===== config.mk =====
export PLATFORM = sky130hd
export DESIGN_NAME = din_burst_sched
export DESIGN_NICKNAME = d
export VERILOG_FILES = /design/src/rtl/din_sched_pkg.sv /design/src/rtl/din_rd_tracker.sv /design/src/rtl/din_burst_sched.sv
export SDC_FILE = /design/constraint.sdc
export NUM_CORES = 1
export LEC_CHECK = 0
export ABC_AREA = 1
export BUFFER_PORTS_ARGS = -buffer_cell sky130_fd_sc_hd__buf_4
export CAP_MARGIN = 10
export CORE_AREA = 2 2 89 91
export CTS_CLUSTER_SIZE = 28
export DETAILED_ROUTE_END_ITERATION = 8
export DIE_AREA = 0 0 91 93
export GPL_ROUTABILITY_DRIVEN = 0
export GPL_TIMING_DRIVEN = 1
export PLACE_DENSITY = 0.84
export SYNTH_ARGS = -nofsm -noshare
export SYNTH_HDL_FRONTEND = slang
export SYNTH_SLANG_ARGS = --single-unit

===== constraint.sdc =====
create_clock -name axi_ACLK -period 4.6 [get_ports axi_ACLK]
set_input_delay 0.92 -clock axi_ACLK [delete_from_list [all_inputs] [get_ports axi_ACLK]]
set_output_delay 0.92 -clock axi_ACLK [all_outputs]
set_load 0.02 [all_outputs]

===== src/rtl/din_sched_pkg.sv =====
// rtl/din_sched_pkg.sv - shared types and constants for the input-feature-map load scheduler
package din_sched_pkg;

    typedef enum logic [2:0] {
        ST_IDLE       = 3'd0,
        ST_ARM        = 3'd1,
        ST_ISSUE      = 3'd2,
        ST_DRAIN      = 3'd3,
        ST_WAIT_WDONE = 3'd4,
        ST_DONE       = 3'd5
    } sched_state_t;

    localparam logic [1:0] AXI_BURST_INCR = 2'b01;
    localparam logic [2:0] AXI_SIZE_4B    = 3'b010;
    localparam int         AXI_BEAT_BYTES = 1 << AXI_SIZE_4B;
    localparam logic [1:0] RESP_OKAY      = 2'b00;

    // Number of AXI read bursts needed to move one full stage.
    function automatic int total_bursts(input int row_num, input int row_words, input int burst_len);
        return (row_num * row_words) / burst_len;
    endfunction

endpackage


===== src/rtl/din_rd_tracker.sv =====
// rtl/din_rd_tracker.sv - read-channel bookkeeping: outstanding bursts, beat position, protocol errors
module din_rd_tracker
    import din_sched_pkg::*;
#(
    parameter int BURST_LEN = 128,
    parameter int BCNT_W    = 8
) (
    input  logic              i_clk,
    input  logic              i_rst,
    input  logic              i_clr,
    input  logic              i_ar_hs,
    input  logic              i_r_hs,
    input  logic              i_rlast,
    input  logic [1:0]        i_rresp,
    output logic [2:0]        o_outstanding,
    output logic [2:0]        o_outstanding_nxt,
    output logic [BCNT_W-1:0] o_r_done,
    output logic              o_err
);

    localparam int                BEAT_W    = (BURST_LEN > 1) ? $clog2(BURST_LEN) : 1;
    localparam logic [BEAT_W-1:0] LAST_BEAT = BEAT_W'(BURST_LEN - 1);

    logic [2:0]        r_outstanding;
    logic [BEAT_W-1:0] r_beat;
    logic [BCNT_W-1:0] r_r_done;

    logic w_retire;
    logic w_len_err;
    logic w_resp_err;
    logic w_orphan_err;

    // A burst only retires if one was actually in flight; an orphan RLAST is flagged instead.
    assign w_retire     = i_r_hs & i_rlast & (r_outstanding != 3'd0);
    assign w_len_err    = i_r_hs & ((i_rlast & (r_beat != LAST_BEAT)) | (~i_rlast & (r_beat == LAST_BEAT)));
    assign w_resp_err   = i_r_hs & (i_rresp != RESP_OKAY);
    assign w_orphan_err = i_r_hs & (r_outstanding == 3'd0);
    assign o_err        = w_len_err | w_resp_err | w_orphan_err;

    // Next outstanding count: an AR accept and a retiring RLAST in the same cycle cancel out.
    always_comb begin
        o_outstanding_nxt = r_outstanding;
        if (i_ar_hs && !w_retire) begin
            o_outstanding_nxt = r_outstanding + 3'd1;
        end else if (!i_ar_hs && w_retire) begin
            o_outstanding_nxt = r_outstanding - 3'd1;
        end
    end

    // Counters: outstanding bursts, beat index inside the current burst, retired bursts.
    always_ff @(posedge i_clk) begin
        if (i_rst || i_clr) begin
            r_outstanding <= 3'd0;
            r_beat        <= '0;
            r_r_done      <= '0;
        end else begin
            r_outstanding <= o_outstanding_nxt;
            if (i_r_hs) begin
                // A short or overlong burst restarts the beat count so later bursts are checked cleanly.
                if (i_rlast || (r_beat == LAST_BEAT)) begin
                    r_beat <= '0;
                end else begin
                    r_beat <= r_beat + BEAT_W'(1);
                end
            end
            if (w_retire) begin
                r_r_done <= r_r_done + BCNT_W'(1);
            end
        end
    end

    assign o_outstanding = r_outstanding;
    assign o_r_done      = r_r_done;

endmodule


===== src/rtl/din_burst_sched.sv =====
// rtl/din_burst_sched.sv - sequences one input-feature-map load: arm writer, AXI read bursts, wait for bank write-done
module din_burst_sched
    import din_sched_pkg::*;
#(
    parameter int ROW_NUM         = 64,
    parameter int ROW_WORDS       = 384,
    parameter int BURST_LEN       = 128,
    parameter int MAX_OUTSTANDING = 2,
    parameter int WDONE_TIMEOUT   = 1024
) (
    input  logic        axi_ACLK,
    input  logic        axi_ARESET,
    input  logic        start,
    input  logic [31:0] base_addr,
    output logic        busy,
    output logic        done,
    output logic        err,
    output logic        stage_start,
    output logic [31:0] axi_ARADDR,
    output logic [7:0]  axi_ARLEN,
    output logic        axi_ARVALID,
    input  logic        axi_ARREADY,
    input  logic        axi_RVALID,
    input  logic        axi_RLAST,
    input  logic [1:0]  axi_RRESP,
    output logic        axi_RREADY,
    output logic        axi_SHAKE,
    input  logic [15:0] bram_wdone
);

    localparam int                TOTAL_BURSTS = total_bursts(ROW_NUM, ROW_WORDS, BURST_LEN);
    localparam int                BCNT_W       = $clog2(TOTAL_BURSTS + 1);
    localparam logic [BCNT_W-1:0] ALL_BURSTS   = BCNT_W'(TOTAL_BURSTS);
    localparam logic [BCNT_W-1:0] LAST_BURST   = BCNT_W'(TOTAL_BURSTS - 1);
    localparam logic [2:0]        MAX_OUT      = 3'(MAX_OUTSTANDING);
    localparam logic [31:0]       ADDR_STEP    = 32'(BURST_LEN * AXI_BEAT_BYTES);
    localparam int                TMO_W        = $clog2(WDONE_TIMEOUT + 1);
    localparam logic [TMO_W-1:0]  TMO_LAST     = TMO_W'(WDONE_TIMEOUT - 1);

    sched_state_t r_state;
    sched_state_t w_state_nxt;

    logic [BCNT_W-1:0] r_ar_issued;
    logic [BCNT_W-1:0] w_ar_issued_nxt;
    logic [31:0]       r_araddr;
    logic              r_arvalid;
    logic              r_err;
    logic [TMO_W-1:0]  r_wdone_cnt;

    logic              w_start_acc;
    logic              w_ar_hs;
    logic              w_r_hs;
    logic              w_rready;
    logic              w_busy;
    logic              w_done;
    logic              w_stage_start;
    logic              w_timeout;
    logic              w_trk_err;
    logic [2:0]        w_outstanding;
    logic [2:0]        w_outstanding_nxt;
    logic [BCNT_W-1:0] w_r_done;

    assign w_start_acc     = (r_state == ST_IDLE) & start;
    assign w_ar_hs         = r_arvalid & axi_ARREADY;
    assign w_r_hs          = axi_RVALID & w_rready;
    assign w_ar_issued_nxt = r_ar_issued + BCNT_W'(w_ar_hs);

    din_rd_tracker #(
        .BURST_LEN (BURST_LEN),
        .BCNT_W    (BCNT_W)
    ) u_rd_tracker (
        .i_clk             (axi_ACLK),
        .i_rst             (axi_ARESET),
        .i_clr             (w_start_acc),
        .i_ar_hs           (w_ar_hs),
        .i_r_hs            (w_r_hs),
        .i_rlast           (axi_RLAST),
        .i_rresp           (axi_RRESP),
        .o_outstanding     (w_outstanding),
        .o_outstanding_nxt (w_outstanding_nxt),
        .o_r_done          (w_r_done),
        .o_err             (w_trk_err)
    );

    // State register.
    always_ff @(posedge axi_ACLK) begin
        if (axi_ARESET) begin
            r_state <= ST_IDLE;
        end else begin
            r_state <= w_state_nxt;
        end
    end

    // Next-state and state-decoded outputs.
    always_comb begin
        w_state_nxt   = r_state;
        w_timeout     = 1'b0;
        w_busy        = 1'b1;
        w_done        = 1'b0;
        w_stage_start = 1'b0;
        w_rready      = 1'b0;
        case (r_state)
            ST_IDLE: begin
                w_busy = 1'b0;
                if (start) begin
                    w_state_nxt = ST_ARM;
                end
            end
            ST_ARM: begin
                // One quiet cycle with stage_start high lets the writer clear before data moves.
                w_stage_start = 1'b1;
                w_state_nxt   = ST_ISSUE;
            end
            ST_ISSUE: begin
                w_stage_start = 1'b1;
                w_rready      = 1'b1;
                if (w_ar_hs && (r_ar_issued == LAST_BURST)) begin
                    w_state_nxt = ST_DRAIN;
                end
            end
            ST_DRAIN: begin
                w_stage_start = 1'b1;
                w_rready      = 1'b1;
                if ((w_outstanding == 3'd0) && (w_r_done == ALL_BURSTS)) begin
                    w_state_nxt = ST_WAIT_WDONE;
                end
            end
            ST_WAIT_WDONE: begin
                w_stage_start = 1'b1;
                if (&bram_wdone) begin
                    w_state_nxt = ST_DONE;
                end else if (r_wdone_cnt == TMO_LAST) begin
                    w_timeout   = 1'b1;
                    w_state_nxt = ST_DONE;
                end
            end
            ST_DONE: begin
                w_done      = 1'b1;
                w_state_nxt = ST_IDLE;
            end
            default: begin
                w_busy      = 1'b0;
                w_state_nxt = ST_IDLE;
            end
        endcase
    end

    // AR channel: burst address and count, ARVALID judged against next-cycle counts so it holds until accepted.
    always_ff @(posedge axi_ACLK) begin
        if (axi_ARESET) begin
            r_ar_issued <= '0;
            r_araddr    <= 32'd0;
            r_arvalid   <= 1'b0;
        end else begin
            if (w_start_acc) begin
                r_ar_issued <= '0;
                r_araddr    <= base_addr;
            end else if (w_ar_hs) begin
                r_ar_issued <= w_ar_issued_nxt;
                r_araddr    <= r_araddr + ADDR_STEP;
            end
            r_arvalid <= (w_state_nxt == ST_ISSUE) && (w_ar_issued_nxt < ALL_BURSTS)
                         && (w_outstanding_nxt < MAX_OUT);
        end
    end

    // Write-done wait timer, running only while in WAIT_WDONE.
    always_ff @(posedge axi_ACLK) begin
        if (axi_ARESET) begin
            r_wdone_cnt <= '0;
        end else if (r_state == ST_WAIT_WDONE) begin
            r_wdone_cnt <= r_wdone_cnt + TMO_W'(1);
        end else begin
            r_wdone_cnt <= '0;
        end
    end

    // Sticky error: any read protocol fault or write-done timeout; cleared by the next accepted start.
    always_ff @(posedge axi_ACLK) begin
        if (axi_ARESET) begin
            r_err <= 1'b0;
        end else if (w_start_acc) begin
            r_err <= 1'b0;
        end else if (w_trk_err || w_timeout) begin
            r_err <= 1'b1;
        end
    end

    assign busy        = w_busy;
    assign done        = w_done;
    assign err         = r_err;
    assign stage_start = w_stage_start;
    assign axi_ARADDR  = r_araddr;
    assign axi_ARLEN   = 8'(BURST_LEN - 1);
    assign axi_ARVALID = r_arvalid;
    assign axi_RREADY  = w_rready;
    assign axi_SHAKE   = w_r_hs;

endmodule


==> impl_metrics.toml, run 1 <==
[run_status]
run_status = "finished, final reports clean"

[synth]
synth_top_flop_cell = "dfxtp_1"
post_synthesis_cell_type_with_the_largest_combined_area = "dfxtp_1"
count_of_different_cell_masters_after_synthesis = 40
post_synth_edffs = 0
synth.top_cells.by_area = "dfxtp_1 35%, nand2_1 13%, nor2_1 8.3%"
synthArstFlopShare_pct = 0
yosys_warnings = 0
synth.cell_area_sq_um = 4230
synthesis.instances = 638
synth_seq_area_share_pct = 35.0
synth_seq_cells = 74
yosys.area.top_type_share_pct = 35.0
syn_area_per_cell_sq_um = 6.63

[sta]
report.final.slew_viol_count = 0
worst_slew_pin_slew_ps = 1070
timing.hold.ws_ps = 458
fmax_mhz = 390
final_min_period_over_clock_period_pct = 55.7
setup_violations = 0
finalSetupTns_ps = 0
rsz0062_at_grt = "false"
skew_ps = 14.1
finalWorstPathRequiredPeriod_ps = 2560
maxSlewHeadroom_pct = 28.7
report.final.hold_viol_count = 0

[drt]
viasPerCell = 5.22
detail_route.drc_violations = 0
vias = 4355
drt_iter0_markers = 209
detail_route.wirelength_mm = 10.3
route.detailed.wl_per_inst_um = 12.4
drtAntennaViolNets = 0
drt_first_pass_iters = 5

[global_routing]
global_route.usage.met2_pct = 43.1
grt_usage_pct = 24.9
grtUsageMet3_pct = 4.75
grt_busiest_layer = "met2"
grt_first_pass_wirelength_mm = 17.4
globalRoute.totalOverflow = 0
antenna_violations_before_repair = 0
first_global_vias = 4028
grt_start_max_net_pins = 40
global_route.usage.met1_pct = 30.5

[placed_design]
place.detailed.instances = 818
hpwl_mm = 7.48
buffer_ports.inserted = 94

[cts]
insertion_delay_to_the_later_sink_of_the_worst_skew_pair_ps = 350
tritoncts.num_buffers = 9
tritoncts = "yes"
post-cts-setup-buffers = 0
hold_buffers = 0
clock_path_buffers = 2
post_cts_resized = 0
cts_sinks = 74
clk_root_buffer_cell = "clkbuf_8"
cts_clock_pin_slew_for_the_worst_setup_and_hold_paths_ps = 80
htree_num_levels = 3

[die]
io_pins = 103
die_height_um = 93
die-area_sq_um = 8460
row_count = 32
die-width_um = 91
initial_utilization_pct = 56.2
core_area_sq_um = 7530

[worst_hold_path]
hold_class = "flop to flop"

[finish]
num-fill-cells = 687
finalNetCount = 796
proportion_of_layout_cells_with_a_drive_suffix_above_1_pct = 19.1
multi_input_area_sq_um = 2320
final_common_cell = "nand2_1"
fin_util_pct = 68.1
syn_to_final_growth_pct = 21.2
reg_area_sq_um = 1480
most-common-layout-cells = "141 x nand2_1, 95 x buf_4, 94 x nor2_1"
antenna-diode-count = 0
layoutNonFillerInstCount = 834

[pwr]
power-per-cell-area_nw_per_um2 = 294
p_leak_uw = 0.00220
worst_ir_drop_vdd_mv = 0.148

[critical_path]
worst_path_max_delay_cell = "inv_2"
critPathMaxStageDelay_ps = 460
worst_path_most_repeated_cell = "ha_1"
setup.worst_path.start_class = "input pin"
cp_cell_sequence = "buf_4 > nand2_1 > inv_2 > ha_1 > ha_1 > inv_1 > nor3_1 > a21oi_1 > a211oi_1"
critPathRequiredTime_ps = 4860
worst_setup_path_end_kind = "flop"
arrival_ps = 2820
maximum_fanout_along_the_worst_path = 19
timing_worst_setup_path_type = "input pin to flop"

[job]
maxCapViolCount = 0
logic make-up (layout without fill, tap and decap cells):
group | Yosys count | after routing | share of synthesized area (%)
other | 2 | 8 | 0.178
adders and majority gates | 13 | 13 | 3.85
xor gates and xnor gates | 7 | 7 | 1.45
DFF | 74 | 74 | 35.0
and+or+nand+nor | 334 | 334 | 35.2
AOI/OAI and AO/OA | 105 | 105 | 13.6
buffers and inverters | 103 | 191 | 10.7
synthesized netlist by cell type (4+ instances only):
| cell type | n |
|---|---|
| inv_1 | 75 |
| buf_4 | 9 |
| a211oi_1 | 6 |
| nor2_1 | 94 |
| nand3_1 | 41 |
| o21bai_1 | 4 |
| xor2_1 | 6 |
| or2_2 | 7 |
| nor2_4 | 5 |
| nand2_2 | 4 |
| nor3_1 | 19 |
| nor2_2 | 4 |
| o21ai_0 | 38 |
| dfxtp_1 | 74 |
| nand4_1 | 11 |
| a21oi_1 | 46 |
| buf_2 | 8 |
| nand2_1 | 141 |
| ha_1 | 13 |
routing by layer:
metal	vias to the layer above	part of all wire, %
met4	0	1.7
met3	14	7.0
met2	164	47
li1	2224	-
met1	1953	44
met5	-	0
path summary, 6_finish.rpt:
| path | start | end | slack (ps) | cells after the start |
|---|---|---|---|---|
| hold reg to reg | r_wdone_cnt[0] | r_wdone_cnt[0] | 460 | 1 |
| hold / removal | r_wdone_cnt[0] | r_wdone_cnt[0] | 460 | 1 |
| setup reg to reg | r_state[2] | axi_ARADDR[18] | 2300 | 8 |
| setup / recovery | axi_ARREADY | r_ar_issued[4] | 2040 | 9 |
power breakdown:
group / total (uW) / switching, uW / internal, uW
logic: 317 / 188 / 129
clock network: 473 / 248 / 225
registers: 717 / 41.7 / 675
registers in the layout, indices dropped and copies added, names as in the netlist:
register,cells
err,1
u_rd_tracker.o_outstanding,3
axi_ARVALID,1
r_wdone_cnt,11
u_rd_tracker.o_r_done,8
u_rd_tracker.r_beat,7
r_ar_issued,8
axi_ARADDR,32
r_state,3
critical path, delay by kind of cell:
kind / cells / cell delay [ps]
AO/OA/AOI/OAI: 2 / 280
adder cells (fa/ha/maj): 2 / 420
buffers and inverters: 3 / 590
AND/OR/NAND/NOR: 2 / 610
layout make-up:
class / count / share of cell area (%)
Clock inverter: 4 / 0.512
Timing Repair Buffer: 95 / 13.9
Tap cell: 102 / 2.49
Sequential cell: 74 / 28.9
Clock buffer: 12 / 3.03
Inverter: 80 / 6.00
Multi-Input combinational cell: 467 / 45.2
stage by stage:
step / area (sq um) / power [uW] / worst slack, ps
after CTS: 5130 / 1510 / 2070
after global routing: 5130 / 1570 / 1790
after detailed placement: 4950 / 1050 / 1700
after global placement: 4950 / 1040 / 1750
final: 5130 / 1510 / 2040
after floorplan: 4250 / 925 / 2240
Power figures use the tool's default switching activity.
==> run 2: changes to the inputs <==
--- a/config.mk
+++ b/config.mk
@@ -5,16 +5,16 @@
 export SDC_FILE = /design/constraint.sdc
 export NUM_CORES = 1
 export LEC_CHECK = 0
-export ABC_AREA = 1
+export ABC_AREA = 0
 export BUFFER_PORTS_ARGS = -buffer_cell sky130_fd_sc_hd__buf_4
 export CAP_MARGIN = 10
-export CORE_AREA = 2 2 89 91
+export CORE_AREA = 2 2 93 95
 export CTS_CLUSTER_SIZE = 28
 export DETAILED_ROUTE_END_ITERATION = 8
-export DIE_AREA = 0 0 91 93
+export DIE_AREA = 0 0 95 97
 export GPL_ROUTABILITY_DRIVEN = 0
 export GPL_TIMING_DRIVEN = 1
-export PLACE_DENSITY = 0.84
+export PLACE_DENSITY = 0.74
 export SYNTH_ARGS = -nofsm -noshare
 export SYNTH_HDL_FRONTEND = slang
 export SYNTH_SLANG_ARGS = --single-unit
==> constraint.sdc (replaced) <==
create_clock -name axi_ACLK -period 2.3 [get_ports axi_ACLK]
set_input_delay 0.46 -clock axi_ACLK [delete_from_list [all_inputs] [get_ports axi_ACLK]]
set_output_delay 0.46 -clock axi_ACLK [all_outputs]
set_load 0.02 [all_outputs]
==> impl_metrics.toml, run 2 <==
[run_status]
run_status = "finished, final reports clean"

[sta]
worst_slew_pin_slew_ps = 543
report.final.slew_viol_count = 0
final_min_period_over_clock_period_pct = 93.2
maxSlewHeadroom_pct = 63.7
timing.hold.ws_ps = 337
fmax_mhz = 466
report.final.hold_viol_count = 0
setup_violations = 0
skew_ps = 9.94
finalWorstPathRequiredPeriod_ps = 2140

[critical_path]
worst_setup_path_end_kind = "flop"
timing_worst_setup_path_type = "flop to flop"
startpoint_of_the_worst_register_to_register_path = "u_rd_tracker.o_outstanding[0]"
regToRegSetupSlack_ps = 160
reg2reg_depth = 11
critPathMaxStageDelay_ps = 350
worst-path-buf-inv = 2
rr_endpoint = "axi_ARVALID"
cp_cell_sequence = "inv_1 > ha_1 > ha_2 > nand2b_4 > nor2_4 > inv_2 > ha_4 > mux2_2 > o211ai_1 > nand3_1 > nor4_2"
crit_family = "simple AND/OR/NAND/NOR gates"
arrival_ps = 2400
setup.worst_path.start_class = "flop"
worst_path_max_delay_cell = "dfxtp_2"
maximum_fanout_along_the_worst_path = 3
critPathRequiredTime_ps = 2560

[cts]
clk_root_buffer_cell = "clkbuf_8"
hold_buffers = 0
tritoncts = "yes"
cts_sinks = 74
clock_path_buffers = 2
cts_clock_pin_slew_for_the_worst_setup_and_hold_paths_ps = 80
insertion_delay_to_the_later_sink_of_the_worst_skew_pair_ps = 350
htree_num_levels = 3
tritoncts.num_buffers = 9

[die]
die-width_um = 95
die-area_sq_um = 9220
initial_utilization_pct = 45.8
row_count = 33
io_pins = 103
core_area_sq_um = 8130
die_height_um = 97

[drt]
drt_iter0_markers = 192
detail_route.wirelength_mm = 9.16
route.detailed.wl_per_inst_um = 13.6
detail_route.drc_violations = 0
drt_first_pass_iters = 4
vias = 3653
drtAntennaViolNets = 0
viasPerCell = 5.43

[global_routing]
grt_usage_pct = 20.2
globalRoute.totalOverflow = 0
antenna_violations_before_repair = 0
first_global_vias = 3417
grt_first_pass_wirelength_mm = 15.2
grt_start_max_net_pins = 31

[synth]
post_synth_edffs = 0
yosys_warnings = 0
synth.cell_area_sq_um = 3730
synth_seq_area_share_pct = 39.8
synth.top_cells.by_area = "dfxtp_1 40%, nand2_1 4.8%, nor2_1 4.6%"
yosys.area.top_type_share_pct = 39.8
synth.cells.most_frequent = "74 x dfxtp_1, 48 x nand2_1, 46 x nor2_1"
post_synthesis_cell_type_with_the_largest_combined_area = "dfxtp_1"
synth_top_flop_cell = "dfxtp_1"
synth_seq_cells = 74
synthArstFlopShare_pct = 0
synthesis.instances = 456
syn_area_per_cell_sq_um = 8.17
count_of_different_cell_masters_after_synthesis = 44
post-synth-top-count-cell = "dfxtp_1"

[pwr]
final_total_pwr_uw = 2960
power-per-cell-area_nw_per_um2 = 604
worst_ir_drop_vdd_mv = 0.284
p_leak_uw = 0.00191

[finish]
largest_register_ff_count = 32
proportion_of_layout_cells_with_a_drive_suffix_above_1_pct = 27.1
syn_to_final_growth_pct = 31.3
most-common-layout-cells = "117 x buf_4, 72 x dfxtp_1, 48 x nand2_1"
finalNetCount = 632
final_common_cell = "buf_4"
fin_util_pct = 60.1
num-fill-cells = 733
layoutNonFillerInstCount = 673
final_cell_area_sq_um = 4890
antenna-diode-count = 0

[job]
maxCapViolCount = 0

[placed_design]
place.detailed.instances = 654
dpl_cell_area_sq_um = 4610
hpwl_mm = 6.68
buffer_ports.inserted = 94

[worst_hold_path]
min_to = "axi_ARADDR[29]"
hold_class = "input pin to flop"
hp-start = "base_addr[29]"
worst_hold_stages = 3
run 2: cell types whose count changed after synthesis, sizes merged, moves of 13 or more:
cell    change
a21oi      -17
clkbuf     +13
inv        -64
nand2      -98
nand3      -18
nor2       -58
o21ai      -16
xnor2      +17
run 2: power by group:
part	switching (uW)	internal [uW]
Combinational	263	221
Clock	484	589
Sequential	61.2	1340
run 2: worst register-to-register path: stages (launching register included):
cell	delay, ps
dfxtp_2	350
inv_1	50
ha_1	190
ha_2	180
nand2b_4	150
nor2_4	130
inv_2	60
ha_4	160
mux2_2	260
o211ai_1	220
nand3_1	120
nor4_2	210
run 2: area by class of cell:
cell class	instances	area, sq um	area share, %
tap	105	131	2.69
clock buffer	12	165	3.38
timing repair buffer	117	878	18.0
clock inverter	4	48.8	0.998
inverter	16	60.1	1.23
sequential	74	1480	30.3
multi-input combinational	345	2120	43.4
run 2: metrics by stage:
step / TNS, ps / setup WS, ps
after floorplan: 0 / 53.5
after global placement: 0 / 102
after detailed placement: -46.0 / -46.0
after CTS: 0 / 50.1
after global routing: -2.12 / -2.12
final: 0 / 156
run 2: kinds of logic after synthesis:
kind of cell               count (synthesis)  share of synthesized area [%]
buffers and inverters                     43                           5.20
other                                      2                          0.202
adders and majority gates                 13                           4.37
AOI/OAI and AO/OA                         84                           13.5
muxes                                      1                          0.302
DFF                                       74                           39.8
and+or+nand+nor                          204                           28.4
xor gates and xnor gates                  35                           8.23
run 2: timing repair:
item | CTS | global route
endpoints found under the hold margin | 0 | 0
endpoints found under the setup margin | 1 | 1
buffers inserted | 0 | 3
resized for setup | 3 | 9
pin swaps | 1 | 5
run 2: worst max-delay path by stage:
stage          depth (start not counted)                     startpoint          end
2_1_floorplan                         11  u_rd_tracker.o_outstanding[0]  axi_ARVALID
3_3_place_gp                          11  u_rd_tracker.o_outstanding[0]  axi_ARVALID
3_5_place_dp                          11  u_rd_tracker.o_outstanding[0]  axi_ARVALID
4_1_cts                               11  u_rd_tracker.o_outstanding[1]  axi_ARVALID
5_1_grt                               11  u_rd_tracker.o_outstanding[0]  axi_ARVALID
6_report                              11  u_rd_tracker.o_outstanding[0]  axi_ARVALID
run 2: per-layer routing:
layer,GRT usage (%),share of wire [%],up-vias
met5,0,0,-
li1,-,-,1825
met2,34.3,48,125
met1,24.7,44,1686
met4,8.58,2.5,0
met3,3.58,5.5,17
